File: config.mk
export PLATFORM = sky130hd
export DESIGN_NAME = ccff_chain_loader_flat
export DESIGN_NICKNAME = d
export VERILOG_FILES = /design/src/rtl/ccff_loader_pkg.sv /design/src/rtl/ccff_chain_loader_if.sv /design/src/rtl/ccff_word_serializer.sv /design/src/rtl/ccff_chain_loader.sv /design/src/flat_wrapper.sv
export SDC_FILE = /design/constraint.sdc
export NUM_CORES = 1
export LEC_CHECK = 0
export BUFFER_PORTS_ARGS = -buffer_cell sky130_fd_sc_hd__buf_2
export CORE_MARGIN = 3
export CORE_UTILIZATION = 35
export DETAILED_ROUTE_END_ITERATION = 8
export PLACE_DENSITY = 0.62
export REMOVE_ABC_BUFFERS = 1
export SLEW_MARGIN = 0
export SYNTH_ARGS = -nofsm -noshare
export SYNTH_HDL_FRONTEND = slang
export SYNTH_SLANG_ARGS = --single-unit
File: constraint.sdc
create_clock -name prog_clock -period 2.9 [get_ports prog_clock]
set_input_delay 0 -clock prog_clock [delete_from_list [all_inputs] [get_ports prog_clock]]
set_output_delay 0 -clock prog_clock [all_outputs]
set_load 0.05 [all_outputs]
File: src/rtl/ccff_loader_pkg.sv
// Shared types and constants for the CCFF chain bitstream loader.
package ccff_loader_pkg;

    typedef enum logic [1:0] {
        ST_IDLE,
        ST_PREAMBLE,
        ST_LOAD,
        ST_DONE
    } state_e;

    localparam logic [7:0] CCFF_MARKER     = 8'hA5;
    localparam int         CCFF_MARKER_LEN = 8;

    function automatic int words_per_load(input int chain_len, input int word_w);
        return (chain_len + word_w - 1) / word_w;
    endfunction

endpackage

File: src/rtl/ccff_chain_loader_if.sv
// Configuration word stream (valid/ready) between bitstream source and loader.
interface ccff_chain_loader_if #(
    parameter int WORD_W = 8
) ();
    logic [WORD_W-1:0] word_data;
    logic              word_valid;
    logic              word_ready;

    modport master (output word_data, output word_valid, input word_ready);
    modport slave  (input word_data, input word_valid, output word_ready);
endinterface

File: src/rtl/ccff_word_serializer.sv
// Word buffer feeding one bit per cycle; fetches exactly ceil(CHAIN_LEN/WORD_W) words
// per load and can bypass the incoming word so back-to-back words have no bubble.
module ccff_word_serializer
    import ccff_loader_pkg::*;
#(
    parameter int CHAIN_LEN = 64,
    parameter int WORD_W    = 8
) (
    input  logic                 clk,
    input  logic                 rst_n,
    input  logic                 flush,
    input  logic                 want,
    ccff_chain_loader_if.slave   word_if,
    output logic                 avail,
    output logic                 bit_o
);
    localparam int WORDS = words_per_load(CHAIN_LEN, WORD_W);
    localparam int RW    = $clog2(WORD_W + 1);
    localparam int CW    = $clog2(WORDS + 1);

    logic [WORD_W-1:0] buf_q, buf_d;
    logic [RW-1:0]     rem_q, rem_d;
    logic [CW-1:0]     wcnt_q, wcnt_d;
    logic              empty, last, more, xfer, take;

    assign empty = (rem_q == '0);
    assign last  = (rem_q == RW'(1));
    assign more  = (wcnt_q < CW'(WORDS));
    // want implies the last buffered bit is consumed this cycle, so a refill never overruns
    assign word_if.word_ready = want && more && (empty || last);
    assign xfer  = word_if.word_ready && word_if.word_valid;
    assign avail = !empty || xfer;
    assign take  = want && avail;
    assign bit_o = empty ? word_if.word_data[0] : buf_q[0];

    always_comb begin
        buf_d  = buf_q;
        rem_d  = rem_q;
        wcnt_d = wcnt_q;
        if (flush) begin
            rem_d  = '0;
            wcnt_d = '0;
        end else begin
            if (take && !empty) begin
                buf_d = buf_q >> 1;
                rem_d = rem_q - RW'(1);
            end
            if (xfer) begin
                wcnt_d = wcnt_q + CW'(1);
                if (empty) begin
                    buf_d = word_if.word_data >> 1;
                    rem_d = RW'(WORD_W - 1);
                end else begin
                    buf_d = word_if.word_data;
                    rem_d = RW'(WORD_W);
                end
            end
        end
    end

    always_ff @(posedge clk or negedge rst_n) begin
        if (!rst_n) begin
            buf_q  <= '0;
            rem_q  <= '0;
            wcnt_q <= '0;
        end else begin
            buf_q  <= buf_d;
            rem_q  <= rem_d;
            wcnt_q <= wcnt_d;
        end
    end

endmodule

File: src/rtl/ccff_chain_loader.sv
// Serializes configuration words LSB first onto a CCFF chain head, gating the chain with
// config_enable. Define CCFF_LOADER_CHAIN_CHECK_EN for the marker preamble and tail check.
module ccff_chain_loader
    import ccff_loader_pkg::*;
#(
    parameter int CHAIN_LEN = 64,
    parameter int WORD_W    = 8
) (
    input  logic                prog_clock,
    input  logic                prog_reset_n,
    input  logic                start,
    input  logic                ccff_tail,
    ccff_chain_loader_if.slave  word_if,
    output logic                ccff_head,
    output logic                config_enable,
    output logic                busy,
    output logic                done,
    output logic                chain_err
);
`ifdef CCFF_LOADER_CHAIN_CHECK_EN
    localparam int PRE = CCFF_MARKER_LEN;
`else
    localparam int PRE = 0;
`endif
    localparam logic [31:0] TOTAL = 32'(CHAIN_LEN + PRE);

    state_e      state_q, state_d;
    logic [31:0] cnt_q, cnt_d;
    logic        head_q, head_d;
    logic        cen_q, cen_d;
    logic        done_q, done_d;
    logic        flush, want, ser_avail, ser_bit;

    assign flush = (state_q == ST_IDLE) && start;
    assign want  = (state_q == ST_LOAD) && (cnt_q != TOTAL);

    ccff_word_serializer #(.CHAIN_LEN(CHAIN_LEN), .WORD_W(WORD_W)) u_ser (
        .clk     (prog_clock),
        .rst_n   (prog_reset_n),
        .flush   (flush),
        .want    (want),
        .word_if (word_if),
        .avail   (ser_avail),
        .bit_o   (ser_bit)
    );

    always_comb begin
        state_d = state_q;
        cnt_d   = cnt_q;
        head_d  = head_q;
        cen_d   = 1'b0;
        done_d  = done_q;
        case (state_q)
            ST_IDLE: begin
                if (start) begin
`ifdef CCFF_LOADER_CHAIN_CHECK_EN
                    state_d = ST_PREAMBLE;
`else
                    state_d = ST_LOAD;
`endif
                    done_d  = 1'b0;
                    cnt_d   = '0;
                end
            end
`ifdef CCFF_LOADER_CHAIN_CHECK_EN
            ST_PREAMBLE: begin
                head_d = CCFF_MARKER[cnt_q[2:0]];
                cen_d  = 1'b1;
                cnt_d  = cnt_q + 32'd1;
                if (cnt_q[2:0] == 3'd7) state_d = ST_LOAD;
            end
`endif
            ST_LOAD: begin
                if (cnt_q == TOTAL) begin
                    state_d = ST_DONE;
                    done_d  = 1'b1;
                end else if (ser_avail) begin
                    head_d = ser_bit;
                    cen_d  = 1'b1;
                    cnt_d  = cnt_q + 32'd1;
                end
            end
            ST_DONE: state_d = ST_IDLE;
            default: state_d = ST_IDLE;
        endcase
    end

    always_ff @(posedge prog_clock or negedge prog_reset_n) begin
        if (!prog_reset_n) begin
            state_q <= ST_IDLE;
            cnt_q   <= '0;
            head_q  <= 1'b0;
            cen_q   <= 1'b0;
            done_q  <= 1'b0;
        end else begin
            state_q <= state_d;
            cnt_q   <= cnt_d;
            head_q  <= head_d;
            cen_q   <= cen_d;
            done_q  <= done_d;
        end
    end

    assign ccff_head     = head_q;
    assign config_enable = cen_q;
    assign done          = done_q;
    assign busy          = (state_q == ST_LOAD) || (state_q == ST_PREAMBLE);

`ifdef CCFF_LOADER_CHAIN_CHECK_EN
    // Marker bit 0 reaches the tail exactly CHAIN_LEN shifts after it entered the head
    logic        err_q, err_d;
    logic [31:0] chk_n;
    logic [2:0]  chk_sel;

    always_comb begin
        err_d   = err_q;
        chk_n   = cnt_q - 32'd1;
        chk_sel = 3'(chk_n - 32'(CHAIN_LEN));
        if (flush) begin
            err_d = 1'b0;
        end else if (cen_q && (chk_n >= 32'(CHAIN_LEN)) && (chk_n < 32'(CHAIN_LEN + 8))
                     && (ccff_tail != CCFF_MARKER[chk_sel])) begin
            err_d = 1'b1;
        end
    end

    always_ff @(posedge prog_clock or negedge prog_reset_n) begin
        if (!prog_reset_n) err_q <= 1'b0;
        else               err_q <= err_d;
    end

    assign chain_err = err_q;
`else
    logic unused_tail;
    assign unused_tail = ccff_tail;
    assign chain_err   = 1'b0;
`endif

endmodule

File: src/flat_wrapper.sv
// flat-port wrapper written by rule: the top's interface ports become plain ports
module ccff_chain_loader_flat import ccff_loader_pkg::*;
#(
    parameter int CHAIN_LEN = 64,
    parameter int WORD_W    = 8
)
  (prog_clock, prog_reset_n, start, ccff_tail, ccff_head, config_enable, busy, done, chain_err, word_if_word_data, word_if_word_valid, word_if_word_ready);
  ccff_chain_loader_if #(.WORD_W(WORD_W)) word_if_i ();
  input  logic prog_clock;
  input  logic prog_reset_n;
  input  logic start;
  input  logic ccff_tail;
  output logic ccff_head;
  output logic config_enable;
  output logic busy;
  output logic done;
  output logic chain_err;
  input wire logic [$bits(word_if_i.word_data)-1:0] word_if_word_data;
  input wire logic [$bits(word_if_i.word_valid)-1:0] word_if_word_valid;
  output wire logic [$bits(word_if_i.word_ready)-1:0] word_if_word_ready;
  assign word_if_i.word_data = word_if_word_data;
  assign word_if_i.word_valid = word_if_word_valid;
  assign word_if_word_ready = word_if_i.word_ready;
  ccff_chain_loader #(.CHAIN_LEN(CHAIN_LEN), .WORD_W(WORD_W)) u_core (.prog_clock(prog_clock), .prog_reset_n(prog_reset_n), .start(start), .ccff_tail(ccff_tail), .word_if(word_if_i), .ccff_head(ccff_head), .config_enable(config_enable), .busy(busy), .done(done), .chain_err(chain_err));
endmodule
==> impl_metrics.toml <==
[outcome]
status = "complete, no violations"

[sta]
fmax_ghz = 0.410
tns_ns = 0
slew_viol_final = 0
fin_skew_ns = 0.0183
relSlewSlack_pct = 52.8
rsz0062_at_grt = "false"
hold_violations = 0
post-route-period-util_pct = 84.0
fin_crit_ns = 2.44
setup_viol = 0
tightest_slew_ns = 0.707

[clock_tree]
htree_num_levels = 2
cts_setup_buffers = 0
clock_sinks = 53
cts_tree = "yes"
clk_latency_ns = 0.32
cts_buffers = 5
clk_pin_slew_worst_paths_ns = 0.11
cts_buffer_depth = 2
cts_root_buf = "clkbuf_8"

[synth]
synth-async-reset-ratio_pct = 100
avgSynthCellArea_um2 = 9.12
synth.distinct_cells = 58
synthesis.area_um2 = 3230
synth-warning-count = 0
synth_edf_count = 0
postSynthCellCount = 354
ys.flop_type = "dfrtp_1"
synth.area.top_cells = "dfrtp_1 41%, nand2_1 4.9%, mux2i_1 4.3%"
synth_top_area_share_pct = 41.1
ys_seq_elements = 53
yosysTopAreaCell = "dfrtp_1"
yosysSeqAreaShare_pct = 41.1

[power]
p_leak_uw = 0.00152
irDropWorstVdd_mv = 0.625
power_per_cell_area_nw_per_um2 = 799

[setup_path]
crit_chain = "inv_1 > ha_1 > mux2i_4 > nand2b_1 > or2_2 > o41ai_1"
max_stage_delay_ns = 0.53
cpLargestDelayFamily = "simple AND/OR/NAND/NOR gates"
critPathKind = "flop to flop"
critPathMaxFanout = 18
crit_path_start_kind = "flop"
worst_setup_path_end_kind = "flop"
crit_buf_inv = 1
slowest_stage = "or2_2"
crit_required_ns = 3.10
cp.arrival_ns = 2.64

[finish]
diodes = 0
fill_cells = 905
multi_input_area_um2 = 1770
final_common_cell = "dfrtp_1"
fin_area_um2 = 3550
seq_area_um2 = 1330
drive_gt1_share_pct = 14.6
area_delta_synth_final_pct = 9.92
final_cell_mix = "53 x dfrtp_1, 42 x nand2_1, 27 x nand3_1, 20 x nor2_1, 18 x o211ai_1"
nets = 389

[route]
avgViaCountPerCell = 5.86
drtPass1Iterations = 4
ant_nets = 0
drt_iter0_drc = 183
detail_route.wl_per_cell_um = 15.5
drc = 0
vias = 2799
wl_mm = 7.42

[global_routing]
grt_pass1_wl_mm = 13.3
grt_max_degree = 39
gr-total-overflow = 0
antenna_found_initial = 0
grt_pass1_vias = 2742
grt_usage_pct = 15.7

[die]
die-area_um2 = 10400
coreArea_um2 = 8850
dieWidth_um = 102
die_h_um = 102
ios = 19
initial_core_util_pct = 36.5
rows = 34

[placement]
dp_hpwl_mm = 5.13
io_buffers = 16
placed_area_um2 = 3440
gp_congestion = 0.800

[run]
cap_violations = 0

[hold_path]
min_path_type = "input pin to flop"
## synth_stat cells, types with 3 or more instances
| master | count |
|---|---|
| mux2_2 | 6 |
| a211oi_1 | 4 |
| ha_1 | 7 |
| mux2i_1 | 14 |
| dfrtp_1 | 53 |
| inv_1 | 16 |
| or4_1 | 13 |
| clkbuf_1 | 12 |
| a31oi_1 | 4 |
| or2_2 | 3 |
| nor3_1 | 4 |
| buf_2 | 6 |
| nand3_1 | 27 |
| or3_1 | 6 |
| o211ai_1 | 18 |
| o31ai_1 | 6 |
| o21ai_0 | 12 |
| nor4_1 | 8 |
| nand4_1 | 10 |
| o21ai_1 | 6 |
| o311ai_0 | 6 |
| nand2_1 | 42 |
| nor4b_1 | 3 |
| nand2b_1 | 4 |
| a21oi_1 | 8 |
| nor2_1 | 20 |
## path summary, 6_finish.rpt
kind | from | end | slack (ns) | depth (start not counted)
worst max register to register | u_core.state_q[1] | u_core.cnt_q[7] | 0.46 | 6
worst min-delay path | word_if_word_data[0] | u_core.ccff_head | 0.11 | 4
min in group asynchronous | prog_reset_n | u_core.cnt_q[29] | 0.13 | 2
worst max-delay path | u_core.state_q[1] | u_core.cnt_q[7] | 0.46 | 6
worst min register to register | u_core.u_ser.buf_q[2] | u_core.u_ser.buf_q[2] | 0.49 | 2
max in group asynchronous | prog_reset_n | u_core.cnt_q[10] | 1.92 | 3
## metrics by stage
step / power [uW] / utilization (%) / setup WS, ns / cells / hold WS [ns]
after floorplan: 2000 / - / -0.333 / 334 / -0.296
after global placement: 2400 / 38.9 / 0.612 / 468 / -0.0684
after detailed placement: 2440 / 38.9 / 0.494 / 468 / -0.0620
after CTS: 2870 / 40.1 / 0.452 / 478 / 0.0996
after global routing: 3070 / 40.1 / 0.323 / 478 / 0.131
final: 2840 / 40.1 / 0.463 / 478 / 0.111
## cell type report
| cell class | instances | share of cell area [%] |
|---|---|---|
| repair buffers | 28 | 4.94 |
| well taps | 108 | 3.81 |
| inverters | 16 | 1.69 |
| clock buffers | 7 | 2.15 |
| flip-flops and latches | 53 | 37.4 |
| clock inverters | 1 | 0.212 |
| multi-input cells | 265 | 49.8 |
## tightest hold or removal path, stage by stage
cell and delay [ns]:
buf_2 0.07, inv_1 0.04, a31oi_1 0.13, o22a_1 0.14
## per-layer routing
metal,vias to the layer above,routed length [um],GRT usage [%]
met1,1382,3460,20.9
met5,-,0,0
met2,51,3610,26.5
met4,0,93,5.15
li1,1358,-,-
met3,8,255,2.12
## repair_timing
item                       CTS  global route
gates resized for setup      0             0
setup endpoints to repair    0             0
hold buffers                 2             0
hold endpoints to repair    16             0
## report_power, final
group | switching, uW | internal [uW]
logic | 899 | 488
clock network | 253 | 172
registers | 137 | 889
## flip-flops by register name (all words and copies together) (netlist names)
signal                count
u_core.done               1
u_core.ccff_head          1
u_core.u_ser.rem_q        4
u_core.state_q            2
u_core.u_ser.wcnt_q       4
u_core.config_enable      1
u_core.cnt_q             32
u_core.u_ser.buf_q        8
## kinds of logic after synthesis
| logic type | Yosys count | synth area share, % |
|---|---|---|
| AOI/OAI and AO/OA | 81 | 17.9 |
| DFF | 53 | 41.1 |
| xor gates and xnor gates | 1 | 0.271 |
| other | 1 | 0.116 |
| buffers and inverters | 36 | 4.53 |
| and+or+nand+nor | 155 | 26.9 |
| adders and majority gates | 7 | 2.71 |
| muxes | 20 | 6.43 |
No activity file was read; power rests on OpenSTA's default activity.
